**config.mk**
```make
export PLATFORM = sky130hd
export DESIGN_NAME = sprite_mover_flat
export DESIGN_NICKNAME = d
export VERILOG_FILES = /design/src/rtl/sprite_pkg.sv /design/src/rtl/sprite_mover_if.sv /design/src/rtl/sprite_axis_clamp.sv /design/src/rtl/sprite_mover.sv /design/src/flat_wrapper.sv
export SDC_FILE = /design/constraint.sdc
export NUM_CORES = 1
export LEC_CHECK = 0
export CAP_MARGIN = 30
export CELL_PAD_IN_SITES_DETAIL_PLACEMENT = 1
export CELL_PAD_IN_SITES_GLOBAL_PLACEMENT = 1
export CORE_ASPECT_RATIO = 1.25
export CORE_MARGIN = 4
export CORE_UTILIZATION = 30
export CTS_CLUSTER_SIZE = 20
export DETAILED_ROUTE_END_ITERATION = 6
export PLACE_DENSITY = 0.68
export SLEW_MARGIN = 15
export SYNTH_ARGS = -nofsm -noshare
export SYNTH_HDL_FRONTEND = slang
export SYNTH_SLANG_ARGS = --single-unit
```
**constraint.sdc**
```tcl
create_clock -name frame_clk -period 3.9 [get_ports frame_clk]
set_clock_uncertainty 0.15 [all_clocks]
set_input_delay 0.78 -clock frame_clk [delete_from_list [all_inputs] [get_ports frame_clk]]
set_output_delay 0.78 -clock frame_clk [all_outputs]
set_load 0.03 [all_outputs]
```
**src/rtl/sprite_pkg.sv**
```systemverilog
// Shared types and constants for the sprite motion controller:
// direction encoding, HID movement keycodes and screen geometry.
package sprite_pkg;

    typedef enum logic [2:0] {
        IDLE  = 3'd0,
        UP    = 3'd1,
        DOWN  = 3'd2,
        LEFT  = 3'd3,
        RIGHT = 3'd4
    } dir_t;

    localparam logic [7:0] HID_W = 8'h1A;
    localparam logic [7:0] HID_S = 8'h16;
    localparam logic [7:0] HID_A = 8'h04;
    localparam logic [7:0] HID_D = 8'h07;

    localparam int SCREEN_W = 640;
    localparam int SCREEN_H = 480;

endpackage

```
**src/rtl/sprite_mover_if.sv**
```systemverilog
// Keyboard, raster and sprite-state signals between the game layer
// (master) and the sprite mover (slave).
interface sprite_mover_if;
    import sprite_pkg::*;

    logic [7:0] keycode;
    logic [9:0] DrawX;
    logic [9:0] DrawY;
    logic [9:0] SpriteX;
    logic [9:0] SpriteY;
    logic [9:0] SpriteS;
    dir_t       dir;
    logic       at_edge;
    logic       sprite_on;

    modport master (
        output keycode, DrawX, DrawY,
        input  SpriteX, SpriteY, SpriteS, dir, at_edge, sprite_on
    );

    modport slave (
        input  keycode, DrawX, DrawY,
        output SpriteX, SpriteY, SpriteS, dir, at_edge, sprite_on
    );

endinterface

```
**src/rtl/sprite_axis_clamp.sv**
```systemverilog
// One axis of the sprite position update: adds a signed delta and
// saturates the result into [lo, hi], flagging when saturation occurred.
module sprite_axis_clamp (
    input  logic [9:0]         pos,
    input  logic signed [10:0] delta,
    input  logic [9:0]         lo,
    input  logic [9:0]         hi,
    output logic [9:0]         next_pos,
    output logic               clamped
);

    logic signed [10:0] sum_s;
    logic signed [10:0] lo_s;
    logic signed [10:0] hi_s;

    // Signed 11-bit sum so a step below zero cannot wrap to a large value.
    always_comb begin
        sum_s = signed'({1'b0, pos}) + delta;
        lo_s  = signed'({1'b0, lo});
        hi_s  = signed'({1'b0, hi});
        if (sum_s < lo_s) begin
            next_pos = lo;
            clamped  = 1'b1;
        end else if (sum_s > hi_s) begin
            next_pos = hi;
            clamped  = 1'b1;
        end else begin
            next_pos = sum_s[9:0];
            clamped  = 1'b0;
        end
    end

endmodule

```
**src/rtl/sprite_mover.sv**
```systemverilog
// Keyboard-driven sprite motion controller, one step per frame_clk edge,
// clamped to the play-field. Define SPRITE_MOVER_ACCEL_EN for hold-to-accelerate.
module sprite_mover
    import sprite_pkg::*;
#(
    parameter int         X_MIN        = 0,
    parameter int         X_MAX        = 639,
    parameter int         Y_MIN        = 0,
    parameter int         Y_MAX        = 479,
    parameter int         X_START      = 320,
    parameter int         Y_START      = 240,
    parameter int         SIZE         = 4,
    parameter int         STEP         = 1,
    parameter logic [7:0] KEY_UP       = HID_W,
    parameter logic [7:0] KEY_DOWN     = HID_S,
    parameter logic [7:0] KEY_LEFT     = HID_A,
    parameter logic [7:0] KEY_RIGHT    = HID_D,
    parameter int         ACCEL_FRAMES = 8,
    parameter int         MAX_STEP     = 4
) (
    input  logic                 frame_clk,
    input  logic                 Reset,
    sprite_mover_if.slave        bus
);

    if ((X_START < X_MIN + SIZE) || (X_START > X_MAX - SIZE) ||
        (Y_START < Y_MIN + SIZE) || (Y_START > Y_MAX - SIZE) || (STEP < 1)) begin : g_bad_params
        $error("sprite_mover: start position outside clamp window or STEP < 1");
    end

    dir_t               dir_r, dir_nxt_s;
    logic [9:0]         x_r, y_r, x_nxt_s, y_nxt_s;
    logic               at_edge_r, x_clamped_s, y_clamped_s;
    logic signed [10:0] step_s, dx_s, dy_s;
    logic signed [10:0] draw_dx_s, draw_dy_s;

    // Keycode to direction; anything unmapped means stand still.
    always_comb begin
        case (bus.keycode)
            KEY_UP:    dir_nxt_s = UP;
            KEY_DOWN:  dir_nxt_s = DOWN;
            KEY_LEFT:  dir_nxt_s = LEFT;
            KEY_RIGHT: dir_nxt_s = RIGHT;
            default:   dir_nxt_s = IDLE;
        endcase
    end

`ifdef SPRITE_MOVER_ACCEL_EN
    localparam int HOLD_MAX = ACCEL_FRAMES * MAX_STEP;
    logic [15:0] hold_r, hold_nxt_s, raw_step_s;

    // Hold counter restarts whenever the direction changes or the key is released.
    always_comb begin
        if ((dir_nxt_s == IDLE) || (dir_nxt_s != dir_r)) begin
            hold_nxt_s = 16'd0;
        end else if (hold_r >= 16'(HOLD_MAX)) begin
            hold_nxt_s = 16'(HOLD_MAX);
        end else begin
            hold_nxt_s = hold_r + 16'd1;
        end
    end

    // Speed grows by one pixel per ACCEL_FRAMES held, capped at MAX_STEP.
    always_comb begin
        raw_step_s = 16'(STEP) + (hold_nxt_s / 16'(ACCEL_FRAMES));
        if (raw_step_s > 16'(MAX_STEP)) begin
            step_s = 11'(MAX_STEP);
        end else begin
            step_s = signed'(raw_step_s[10:0]);
        end
    end

    // Hold counter register.
    always_ff @(posedge frame_clk or posedge Reset) begin
        if (Reset) begin
            hold_r <= 16'd0;
        end else begin
            hold_r <= hold_nxt_s;
        end
    end
`else
    logic unused_accel_s;
    assign unused_accel_s = (ACCEL_FRAMES == 0) ^ (MAX_STEP == 0);
    assign step_s         = 11'(STEP);
`endif

    // Per-axis signed delta from the decoded direction.
    always_comb begin
        dx_s = 11'sd0;
        dy_s = 11'sd0;
        case (dir_nxt_s)
            UP:      dy_s = -step_s;
            DOWN:    dy_s = step_s;
            LEFT:    dx_s = -step_s;
            RIGHT:   dx_s = step_s;
            default: begin
                dx_s = 11'sd0;
                dy_s = 11'sd0;
            end
        endcase
    end

    sprite_axis_clamp u_clamp_x (
        .pos      (x_r),
        .delta    (dx_s),
        .lo       (10'(X_MIN + SIZE)),
        .hi       (10'(X_MAX - SIZE)),
        .next_pos (x_nxt_s),
        .clamped  (x_clamped_s)
    );

    sprite_axis_clamp u_clamp_y (
        .pos      (y_r),
        .delta    (dy_s),
        .lo       (10'(Y_MIN + SIZE)),
        .hi       (10'(Y_MAX - SIZE)),
        .next_pos (y_nxt_s),
        .clamped  (y_clamped_s)
    );

    // Direction, position and wall-contact registers.
    always_ff @(posedge frame_clk or posedge Reset) begin
        if (Reset) begin
            dir_r     <= IDLE;
            x_r       <= 10'(X_START);
            y_r       <= 10'(Y_START);
            at_edge_r <= 1'b0;
        end else begin
            dir_r     <= dir_nxt_s;
            x_r       <= x_nxt_s;
            y_r       <= y_nxt_s;
            at_edge_r <= x_clamped_s | y_clamped_s;
        end
    end

    // Signed raster distance so pixels left of / above the sprite don't wrap.
    always_comb begin
        draw_dx_s = signed'({1'b0, bus.DrawX}) - signed'({1'b0, x_r});
        draw_dy_s = signed'({1'b0, bus.DrawY}) - signed'({1'b0, y_r});
    end

    assign bus.sprite_on = (draw_dx_s >= -11'(SIZE)) && (draw_dx_s <= 11'(SIZE)) &&
                           (draw_dy_s >= -11'(SIZE)) && (draw_dy_s <= 11'(SIZE));
    assign bus.SpriteX   = x_r;
    assign bus.SpriteY   = y_r;
    assign bus.SpriteS   = 10'(SIZE);
    assign bus.dir       = dir_r;
    assign bus.at_edge   = at_edge_r;

endmodule

```
**src/flat_wrapper.sv**
```systemverilog
// flat-port wrapper written by rule: the top's interface ports become plain ports
module sprite_mover_flat import sprite_pkg::*;
#(
    parameter int         X_MIN        = 0,
    parameter int         X_MAX        = 639,
    parameter int         Y_MIN        = 0,
    parameter int         Y_MAX        = 479,
    parameter int         X_START      = 320,
    parameter int         Y_START      = 240,
    parameter int         SIZE         = 4,
    parameter int         STEP         = 1,
    parameter logic [7:0] KEY_UP       = HID_W,
    parameter logic [7:0] KEY_DOWN     = HID_S,
    parameter logic [7:0] KEY_LEFT     = HID_A,
    parameter logic [7:0] KEY_RIGHT    = HID_D,
    parameter int         ACCEL_FRAMES = 8,
    parameter int         MAX_STEP     = 4
)
  (frame_clk, Reset, bus_keycode, bus_DrawX, bus_DrawY, bus_SpriteX, bus_SpriteY, bus_SpriteS, bus_dir, bus_at_edge, bus_sprite_on);
  sprite_mover_if bus_i ();
  input  logic frame_clk;
  input  logic Reset;
  input wire logic [$bits(bus_i.keycode)-1:0] bus_keycode;
  input wire logic [$bits(bus_i.DrawX)-1:0] bus_DrawX;
  input wire logic [$bits(bus_i.DrawY)-1:0] bus_DrawY;
  output wire logic [$bits(bus_i.SpriteX)-1:0] bus_SpriteX;
  output wire logic [$bits(bus_i.SpriteY)-1:0] bus_SpriteY;
  output wire logic [$bits(bus_i.SpriteS)-1:0] bus_SpriteS;
  output wire logic [$bits(bus_i.dir)-1:0] bus_dir;
  output wire logic [$bits(bus_i.at_edge)-1:0] bus_at_edge;
  output wire logic [$bits(bus_i.sprite_on)-1:0] bus_sprite_on;
  assign bus_i.keycode = bus_keycode;
  assign bus_i.DrawX = bus_DrawX;
  assign bus_i.DrawY = bus_DrawY;
  assign bus_SpriteX = bus_i.SpriteX;
  assign bus_SpriteY = bus_i.SpriteY;
  assign bus_SpriteS = bus_i.SpriteS;
  assign bus_dir = bus_i.dir;
  assign bus_at_edge = bus_i.at_edge;
  assign bus_sprite_on = bus_i.sprite_on;
  sprite_mover #(.X_MIN(X_MIN), .X_MAX(X_MAX), .Y_MIN(Y_MIN), .Y_MAX(Y_MAX), .X_START(X_START), .Y_START(Y_START), .SIZE(SIZE), .STEP(STEP), .KEY_UP(KEY_UP), .KEY_DOWN(KEY_DOWN), .KEY_LEFT(KEY_LEFT), .KEY_RIGHT(KEY_RIGHT), .ACCEL_FRAMES(ACCEL_FRAMES), .MAX_STEP(MAX_STEP)) u_core (.frame_clk(frame_clk), .Reset(Reset), .bus(bus_i));
endmodule
```
# Word-level counts from Yosys, hierarchy flattened
# Index checks and enable logic that the tools add are counted.
[word_totals]
regBits = 24
word_cells = 39
[classes]
addsub = 4
n_lt_le_gt_ge = 8
eq_ne = 8
muxes = 11
n_bitwise = 1
reduce_logical = 3
[op_table]
columns = ["operator", "n"]
rows = [
  ["case mux 11 bit (2 select lines)", 2],
  ["two-way mux 10 bit", 4],
  ["adder 11 bit", 2],
  ["greater-or-equal comparator 11 x 3 -> 1 bit, second input constant", 2],
  ["less-or-equal comparator 11 x 4 -> 1 bit, second input constant", 2],
  ["< comparator 11 x 4 -> 1 bit, second input constant", 2],
  ["subtractor 10 x 10 -> 11 bit", 2],
  ["equality test 8 x 3 -> 1 bit, second input constant", 2],
  ["equality test 8 x 5 -> 1 bit, second input constant", 2],
  ["case mux 3 bit (4 select lines)", 1],
  ["> comparator 11 x 10 -> 1 bit, second input constant", 1],
  ["> comparator 11 bit, second input constant", 1],
  ["equality test 3 x 2 -> 1 bit, second input constant", 2],
  ["two-way mux 1 bit", 4],
  ["equality test 3 x 1 -> 1 bit, second input constant", 1],
  ["equality test 3 bit, second input constant", 1],
  ["logical AND 1 bit", 3],
  ["bitwise OR 1 bit", 1],
]

# Longest topological paths before layout
# Gate-level depths: netlist (run 1).
[depth]
ltp_word = 9
ltp_mapped = 16
ltp_nobuf = 15

# Modules after synthesis
# Synthesis (run 1) repeated with hierarchy kept, for this count alone.
[hier_totals]
hier_cells = 551
hier_area_um2 = 4386.7
[modules_own_cells]
columns = ["module", "instances", "cells_each", "area_per_inst_um2"]
rows = [
  ["sprite_mover", 1, 209, 1895.6],
  ["sprite_axis_clamp at u_core.u_clamp_x", 1, 186, 1265.0],
  ["sprite_axis_clamp at u_core.u_clamp_y", 1, 156, 1226.2],
]

# Worst setup path after synthesis (run 1)
# OpenSTA, ideal clock, no wires.
[synth_timing]
path_type = "input port to output port"
start = "input bus_DrawX[1]"
end = "output bus_sprite_on"
arrival_ns = 3.362
t_required_ns = 2.970
slack_ns = -0.392
path_stages = 9
n_path_buf = 0
cell_sequence = "ha_1 -> nor2b_1 -> o31a_1 -> o31a_1 -> o22ai_1 -> mux2i_1 -> a2111oi_4 -> or4_1 -> a221oi_2"
[synth_between]
elab_chain_cells = 5
word_cells_on_any_way = 6
classes_between = "add/sub (1); order compare (2); reduce/logical (3)"
[synth_lines]
columns = ["item", "line_no", "text"]
rows = [
  ["start, declared", "flat_wrapper.sv:24", "input wire logic [$bits(bus_i.DrawX)-1:0] bus_DrawX;"],
  ["subtractor 10 x 10 -> 11 bit *", "sprite_mover.sv:138", "draw_dx_s = signed'({1'b0, bus.DrawX}) - signed'({1'b0, x_r});"],
  ["greater-or-equal comparator 11 x 3 -> 1 bit / less-or-equal comparator 11 x 4 -> 1 bit (equally long branches)", "sprite_mover.sv:142", "assign bus.sprite_on = (draw_dx_s >= -11'(SIZE)) && (draw_dx_s <= 11'(SIZE)) &&"],
  ["logical AND 1 bit * (2 in a row)", "sprite_mover.sv:142", ""],
  ["logical AND 1 bit *", "sprite_mover.sv:143", "(draw_dy_s >= -11'(SIZE)) && (draw_dy_s <= 11'(SIZE));"],
  ["end, declared", "flat_wrapper.sv:31", "output wire logic [$bits(bus_i.sprite_on)-1:0] bus_sprite_on;"],
]
# Every way passes the cells marked *; elsewhere a longest branch is shown, timed or not.

# Final worst setup path (run 1)
[layout_timing]
start = "input bus_DrawY[5]"
end = "output bus_sprite_on"
[layout_between]
elab_chain_cells = 4
word_cells_on_any_way = 5
classes_between = "add/sub (1); order compare (2); reduce/logical (2)"
[layout_lines]
columns = ["item", "line_no", "text"]
rows = [
  ["start, declared", "flat_wrapper.sv:25", "input wire logic [$bits(bus_i.DrawY)-1:0] bus_DrawY;"],
  ["subtractor 10 x 10 -> 11 bit *", "sprite_mover.sv:139", "draw_dy_s = signed'({1'b0, bus.DrawY}) - signed'({1'b0, y_r});"],
  ["greater-or-equal comparator 11 x 3 -> 1 bit", "sprite_mover.sv:143", ""],
  ["logical AND 1 bit", "sprite_mover.sv:142", ""],
  ["logical AND 1 bit *", "sprite_mover.sv:143", ""],
]
# Marked as above.

==> metrics.md, run 1 <==
| Metric | Value |
|---|---|
| Vias per cell | 5.21 |
| Clock slew at reported path FFs | 70 ps |
| Final Hold Fails | 0 |
| Post-Route WL | 12500 um |
| Ports | 65 |
| CTS sink count | 24 |
| Yosys warning total | 0 |
| Peak Freq | 230 MHz |
| Ratio of final minimum period to clock period | 111% |
| Post-synth EDFFs | 0 |
| Clock Latency Late Sink | 270 ps |
| Drt drc | 0 |
| Cell mode on critical path | buf_4 |
| Slew @ Worst Pin | 484 ps |
| Worst VDD drop | 235 uV |
| Sequential Power Share | 18.6% |
| Pin count of the biggest net entering global routing | 20 |
| Startpoint Class | input port |
| Antenna-violating nets left | 0 |
| CP top delay family | buffers and inverters |
| Core ar. | 0.00976 mm^2 |
| Placed cells | 637 |
| Fin. max-slew vios | 0 |
| Ratio of cells with drive above 1 in the final layout | 46.6% |
| Die area | 0.0119 mm^2 |
| Sequential share of the synthesized area | 19.9% |
| Placed cell areas | 0.00452 mm^2 |
| Starting Density | 31.3% |
| Status | complete, but fails checks |
| Hold WC Path Type | in -> async |
| Remaining global-route overflow | 0 |
| CTS tree | built |
| GPL Wtd Cong | 0.862 |
| First-pass GRT wire length | 19000 um |
| Rel. slew slack | 67.3% |
| Internal Power | 0.00109 W |
| Synthesized area | 0.00305 mm^2 |
| Crit-path max FO | 3 |
| R2R Path Start | u_core.bus.SpriteX[0] |
| Crit end category | output port |
| PnR worst setup slack | -440 ps |
| Leak pwr | 2.62 nW |
| Filler Cells Inserted | 1108 |
| DR vias | 3565 |
| Chip Height | 121 um |
| Netlist cell types | 67 |
| Req. time, crit path | 2970 ps |
| RSZ-0062 raised after global routing | true |
| Root Buffer | clkbuf_16 |
| Setup crit start | bus_DrawY[5] |
| Area Growth Syn to Fin | 80.3% |
| Critical Path Max Stage Delay | 430 ps |
| # rows | 40 |
| Crit path kind | in -> out |
| GR Util All Layers | 19.6% |
| Initial antenna violation count | 0 |
| Final instance area | 0.00551 mm^2 |
| Crit path DAT | 3410 ps |
| Yosys reg bits | 24 |
| First-pass detailed-route iteration total | 4 |
| Dpl ws | -931 ps |
| Hold Buf Count CTS | 0 |
| Ant. Diodes | 0 |
| IO Port Bufs | 54 |
| Layout Cells excl Fill | 684 |
| Post-Syn Instances | 366 |
| Clock buffer count from CTS | 3 |
| Max-Cap Viols | 0 |
| Final design utilization | 56.4% |
| Pwr dens | 343 mW/mm^2 |
| Async SR Flop Fraction | 100% |
| Die width | 98.2 um |
| Clock Tree Buf Depth | 2 |
| Worst path bufs/invs | 4 |
| Drt wl/cell | 18.3 um |
| Total power | 0.00189 W |
| Post-DP HPWL | 8390 um |
| Clock power frac | 13.9% |
| Vias in the first global route | 3974 |
| H-tree level count | 1 |
| Critical-path cell list | clkdlybuf4s50_1 -> ha_1 -> buf_4 -> or3_1 -> o32a_1 -> o21ai_1 -> nand4_1 -> nor4b_4 -> buf_4 -> a221oi_2 -> a221oi_4 -> buf_6 |
| Failing checks | setup timing |
| Final nets | 633 |
| Switching power | 0.000795 W |
| Critical-path top delay cell | clkdlybuf4s50_1 |
| Logic pwr share | 67.5% |
| Sw frac | 42.1% |
| Initial drt markers | 118 |
| Syn avg cell area | 8.34 um^2 |
| Top_reg_cell synth | dfrtp_1 |
| Final Setup Violations | 1 |
| Period minus WS final | 4340 ps |
Yosys cell counts (3+ instances only):
cell      number  area (um^2)
o22ai_1        4         25.0
nand4_1        3         18.8
dfrtp_1       18          450
buf_4         12         90.1
xnor2_1       18          158
dfstp_2        6          158
nor3_1         8         40.0
nand2_1       20         75.1
inv_1         40          150
o31a_1         5         43.8
or3_1          5         31.3
a21o_1         5         37.5
o21a_1         6         45.0
a21oi_1       28          140
nand3b_1       3         22.5
fa_1           4         80.1
nand3_1       16         80.1
xor2_1        11         96.3
o21ai_0       12         60.1
or4_1          3         22.5
nor2b_1        4         25.0
nand2b_1       8         50.1
or2_2          4         25.0
nor2_1        27          101
ha_1          40          500
cells by family after synthesis:
kind of cell / after synthesis / share of synthesized area [%]
simple gates: 118 / 20.9
compound gates: 93 / 22.8
buf+inv: 54 / 8.19
fa+ha+maj: 44 / 19.0
xor+xnor: 29 / 8.32
flops: 24 / 19.9
other cells: 2 / 0.246
mux: 2 / 0.655
power by group through the flow:
| stage | registers (W) | clock network [W] | logic, W |
|---|---|---|---|
| after CTS | 0.000349 | 0.000262 | 0.00117 |
| after detailed placement | 0.000346 | 0 | 0.00102 |
| final | 0.000352 | 0.000262 | 0.00127 |
| after floorplan | 0.000410 | 0 | 0.000523 |
| after global placement | 0.000343 | 0 | 0.000987 |
| after global routing | 0.000357 | 0.000271 | 0.00137 |
final timing paths:
check | slack (ps) | depth (start not counted) | to
setup reg to reg | 670 | 10 | u_core.bus.at_edge
setup / recovery | -440 | 12 | bus_sprite_on
max in group asynchronous | 2490 | 3 | u_core.bus.SpriteY[5]
min in group frame_clk | 630 | 3 | u_core.bus.SpriteY[1]
hold reg to reg | 630 | 3 | u_core.bus.SpriteY[1]
hold / removal | 610 | 2 | u_core.bus.dir[1]
layout make-up:
cell class	instances	area, um^2	share of cell area [%]
clock buffer	4	88.8	1.61
inverter	40	170	3.09
multi-input combinational	297	2860	52.0
sequential	24	608	11.0
tap	126	158	2.86
timing repair buffer	193	1620	29.4
state kept, by name (all words and copies together), names as in the netlist:
| name | flops |
|---|---|
| u_core.bus.SpriteX | 10 |
| u_core.bus.at_edge | 1 |
| u_core.bus.dir | 3 |
| u_core.bus.SpriteY | 10 |
cells in the final DEF, fill, tap and decap left out, drive strengths merged, types with 3 or more instances in the layout:
cell type / netlist / layout
a2111oi: 4 / 4
a21o: 5 / 5
a21oi: 29 / 29
buf: 14 / 147
clkbuf: 0 / 6
clkdlybuf4s50: 0 / 38
conb: 2 / 11
dfrtp: 18 / 18
dfstp: 6 / 6
dlygate4sd2: 0 / 3
fa: 4 / 4
ha: 40 / 40
inv: 40 / 40
nand2: 20 / 20
nand2b: 8 / 8
nand3: 16 / 16
nand3b: 3 / 3
nand4: 3 / 3
nor2: 27 / 27
nor2b: 5 / 5
nor3: 8 / 8
nor4: 3 / 3
nor4b: 3 / 3
o211ai: 3 / 3
o21a: 6 / 6
o21ai: 14 / 14
o22ai: 4 / 4
o31a: 5 / 5
or2: 5 / 5
or3: 5 / 5
or4: 3 / 3
xnor2: 18 / 18
xor2: 11 / 11
metrics by stage:
step,setup TNS (ps),hold slack [ps]
2_1_floorplan,-166,640
3_3_place_gp,-9400,540
3_5_place_dp,-11150,594
4_1_cts,-482,629
5_1_grt,-886,649
6_report,-440,614
metal layers:
layer / vias to the layer above / global-route usage (%) / share of wire [%]
met1: 1776 / 21.3 / 38
met5: - / 0 / 0
met3: 29 / 1.56 / 2.2
met4: 0 / 5.72 / 2.8
met2: 77 / 39.5 / 57
li1: 1683 / - / -
timing repair:
| action | 4_1_cts | 5_1_grt |
|---|---|---|
| endpoints found under the setup margin | 20 | 19 |
| resized for setup | 85 | 71 |
| setup buffers | 34 | 11 |
| cloned | 0 | 0 |
| pin swaps | 35 | 40 |
Note: power is estimated with default switching activity, not from simulation.
==> inputs of run 2 (changes only) <==
--- a/config.mk
+++ b/config.mk
@@ -13,7 +13,9 @@
 export CORE_UTILIZATION = 30
 export CTS_CLUSTER_SIZE = 20
 export DETAILED_ROUTE_END_ITERATION = 6
+export GPL_TIMING_DRIVEN = 0
 export PLACE_DENSITY = 0.68
+export SKIP_CTS_REPAIR_TIMING = 1
 export SLEW_MARGIN = 15
 export SYNTH_ARGS = -nofsm -noshare
 export SYNTH_HDL_FRONTEND = slang
==> run 2 against run 1 <==
Effect of this change: the run still ends with setup timing left; sequential share of layout area grew 2.1 points; combinational power shrank 21%; critical endpoint unchanged; utilization shrank 8.9 points; largest cell class unchanged; power shrank 14%; sequential cell count is the same; first-iteration DRC count shrank 40%; count of clock-buffer cells in the layout is the same; critical path type unchanged; sequential power grew 2%; cell area shrank 16%; global-route usage shrank 5.8 points; wire length shrank 22%; fmax shrank 1.5%.
==> metrics.md, run 2 (synthesis results as in run 1) <==
| Metric | Value |
|---|---|
| Post-Route WL | 9750 um (-22%) |
| Clock Tree Buf Depth | 2 (unchanged) |
| Crit path kind | in -> out |
| Startpoint Class | input port |
| Pin count of the biggest net entering global routing | 20 (unchanged) |
| Max-Cap Viols | 0 (unchanged) |
| Critical-path cell list | buf_8 -> ha_4 -> nor2b_4 -> o31a_1 -> o31a_1 -> o22ai_2 -> mux2i_2 -> a2111oi_4 -> or4_4 -> a221oi_4 -> buf_6 |
| Worst VDD drop | 157 uV (-33%) |
| Vias per cell | 5.12 (-1.8%) |
| Placed cell areas | 0.00388 mm^2 (-14%) |
| Ratio of final minimum period to clock period | 113% (+1.7 points) |
| Worst reg2reg endpoint | u_core.bus.at_edge |
| CTS tree | built |
| Flop2flop setup slack | 530 ps (-140 ps) |
| DR vias | 2988 (-16%) |
| Final design utilization | 47.5% (-8.9 points) |
| Critical Path Max Stage Delay | 560 ps (+130 ps) |
| Failing checks | setup timing |
| Cell mode on critical path | o31a_1 |
| Fin. max-slew vios | 0 (unchanged) |
| Die area | 0.0119 mm^2 (unchanged) |
| Pwr dens | 349 mW/mm^2 (+1.8%) |
| Initial antenna violation count | 0 (unchanged) |
| CP top delay family | compound AO/OA/AOI/OAI gates |
| Initial drt markers | 71 (-40%) |
| Final instance area | 0.00464 mm^2 (-16%) |
| Req. time, crit path | 2970 ps (about the same) |
| Worst path bufs/invs | 2 (-2) |
| Path depth of the worst reg2reg path | 11 (+1) |
| Critical-path top delay cell | or4_4 |
| Drt wl/cell | 16.7 um (-8.8%) |
| Status | complete, but fails checks |
| CTS sink count | 24 (unchanged) |
| Vias in the first global route | 2941 (-26%) |
| Dpl ws | -1490 ps (-559 ps) |
| Crit end category | output port |
| Total power | 0.00162 W (-14%) |
| Starting Density | 31.3% (unchanged) |
| Core ar. | 0.00976 mm^2 (unchanged) |
| Ports | 65 (unchanged) |
| Antenna-violating nets left | 0 (unchanged) |
| Remaining global-route overflow | 0 (unchanged) |
| Leak pwr | 2.13 nW (-19%) |
| Die width | 98.2 um (unchanged) |
| Clock Latency Late Sink | 260 ps (about the same) |
| Most common cell after layout, fill and taps aside | clkdlybuf4s50_1 |
| PnR worst setup slack | -507 ps (-66.5 ps) |
| Final Setup Violations | 6 (+5) |
| Clock buffer count from CTS | 3 (unchanged) |
| Period minus WS final | 4410 ps (+66.5 ps) |
| GPL Wtd Cong | 0.830 (-3.8%) |
| Final nets | 533 (-16%) |
| Leading cell types in the layout, fill and taps excluded | clkdlybuf4s50_1, inv_1, buf_4, ha_1, nor2_1 |
| Final Hold Fails | 0 (unchanged) |
| RSZ-0062 raised after global routing | true |
| Ratio of cells with drive above 1 in the final layout | 29.7% (-17 points) |
| Post-DP HPWL | 6900 um (-18%) |
| First-pass detailed-route iteration total | 4 (unchanged) |
| Drt drc | 0 (unchanged) |
| Ant. Diodes | 0 (unchanged) |
| # rows | 40 (unchanged) |
| Crit path DAT | 3480 ps (+70 ps) |
| Placed cells | 556 (-13%) |
| Chip Height | 121 um (unchanged) |
| Layout Cells excl Fill | 584 (-15%) |
| IO Port Bufs | 54 (unchanged) |
| GR Util All Layers | 13.8% (-5.8 points) |
| Crit-path max FO | 3 (unchanged) |
| H-tree level count | 1 (unchanged) |
| Filler Cells Inserted | 1117 (+0.81%) |
| First-pass GRT wire length | 13800 um (-27%) |
| Area Growth Syn to Fin | 51.8% |
| Peak Freq | 227 MHz (-1.5%) |
| R2R Path Start | u_core.bus.SpriteX[0] |
| Hold WC Path Type | in -> async |
| Root Buffer | clkbuf_16 |
| Clock slew at reported path FFs | 70 ps (about the same) |
## run 2: worst register-to-register path, stage by stage (launching register included)
cell and delay, ps:
dfrtp_1 480, ha_4 220, fa_2 390, a21oi_4 140, o211ai_1 140, o41ai_2 370, buf_4 210, xnor2_4 90
a311o_1 380, nand2_1 100, nand3_1 90, or4b_1 470
## run 2: final cells by class
class	count	area [um^2]	share of cell area, %
tap	126	158	3.40
multi-input combinational	297	2720	58.8
timing repair buffer	79	763	16.5
inverter	40	183	3.94
clock buffer	4	88.8	1.92
buffer	13	101	2.19
sequential	24	609	13.1
timing repair inverter	1	8.76	0.189
## run 2: through the flow
stage	setup TNS [ps]	hold slack, ps
after global placement	-14290	542
after CTS	-9680	579
after global routing	-2410	651
after detailed placement	-15100	556
after floorplan	-166	640
final	-808	604
## run 2: worst max-delay path by stage
| stage | start | to | slack, ps | cells after the start |
|---|---|---|---|---|
| finish | bus_DrawX[1] | bus_sprite_on | -510 | 11 |
| global route | bus_DrawY[1] | bus_sprite_on | -660 | 11 |
| CTS | bus_DrawX[0] | bus_sprite_on | -1490 | 13 |
| detailed placement | bus_DrawX[0] | bus_sprite_on | -1490 | 13 |
| global placement | bus_DrawX[0] | bus_sprite_on | -1470 | 13 |
| floorplan | bus_DrawX[0] | bus_sprite_on | -170 | 11 |
## run 2: layer usage
layer / track usage, % / part of all wire (%)
met1: 17.5 / 42
met4: 2.56 / 1.0
met2: 25.3 / 55
met3: 1.38 / 2.5
met5: 0 / 0
## run 2: power breakdown
part	total [W]	switching, W	internal, W
logic	0.00100	0.000535	0.000468
registers	0.000358	0.0000644	0.000293
clock network	0.000258	0.000100	0.000157
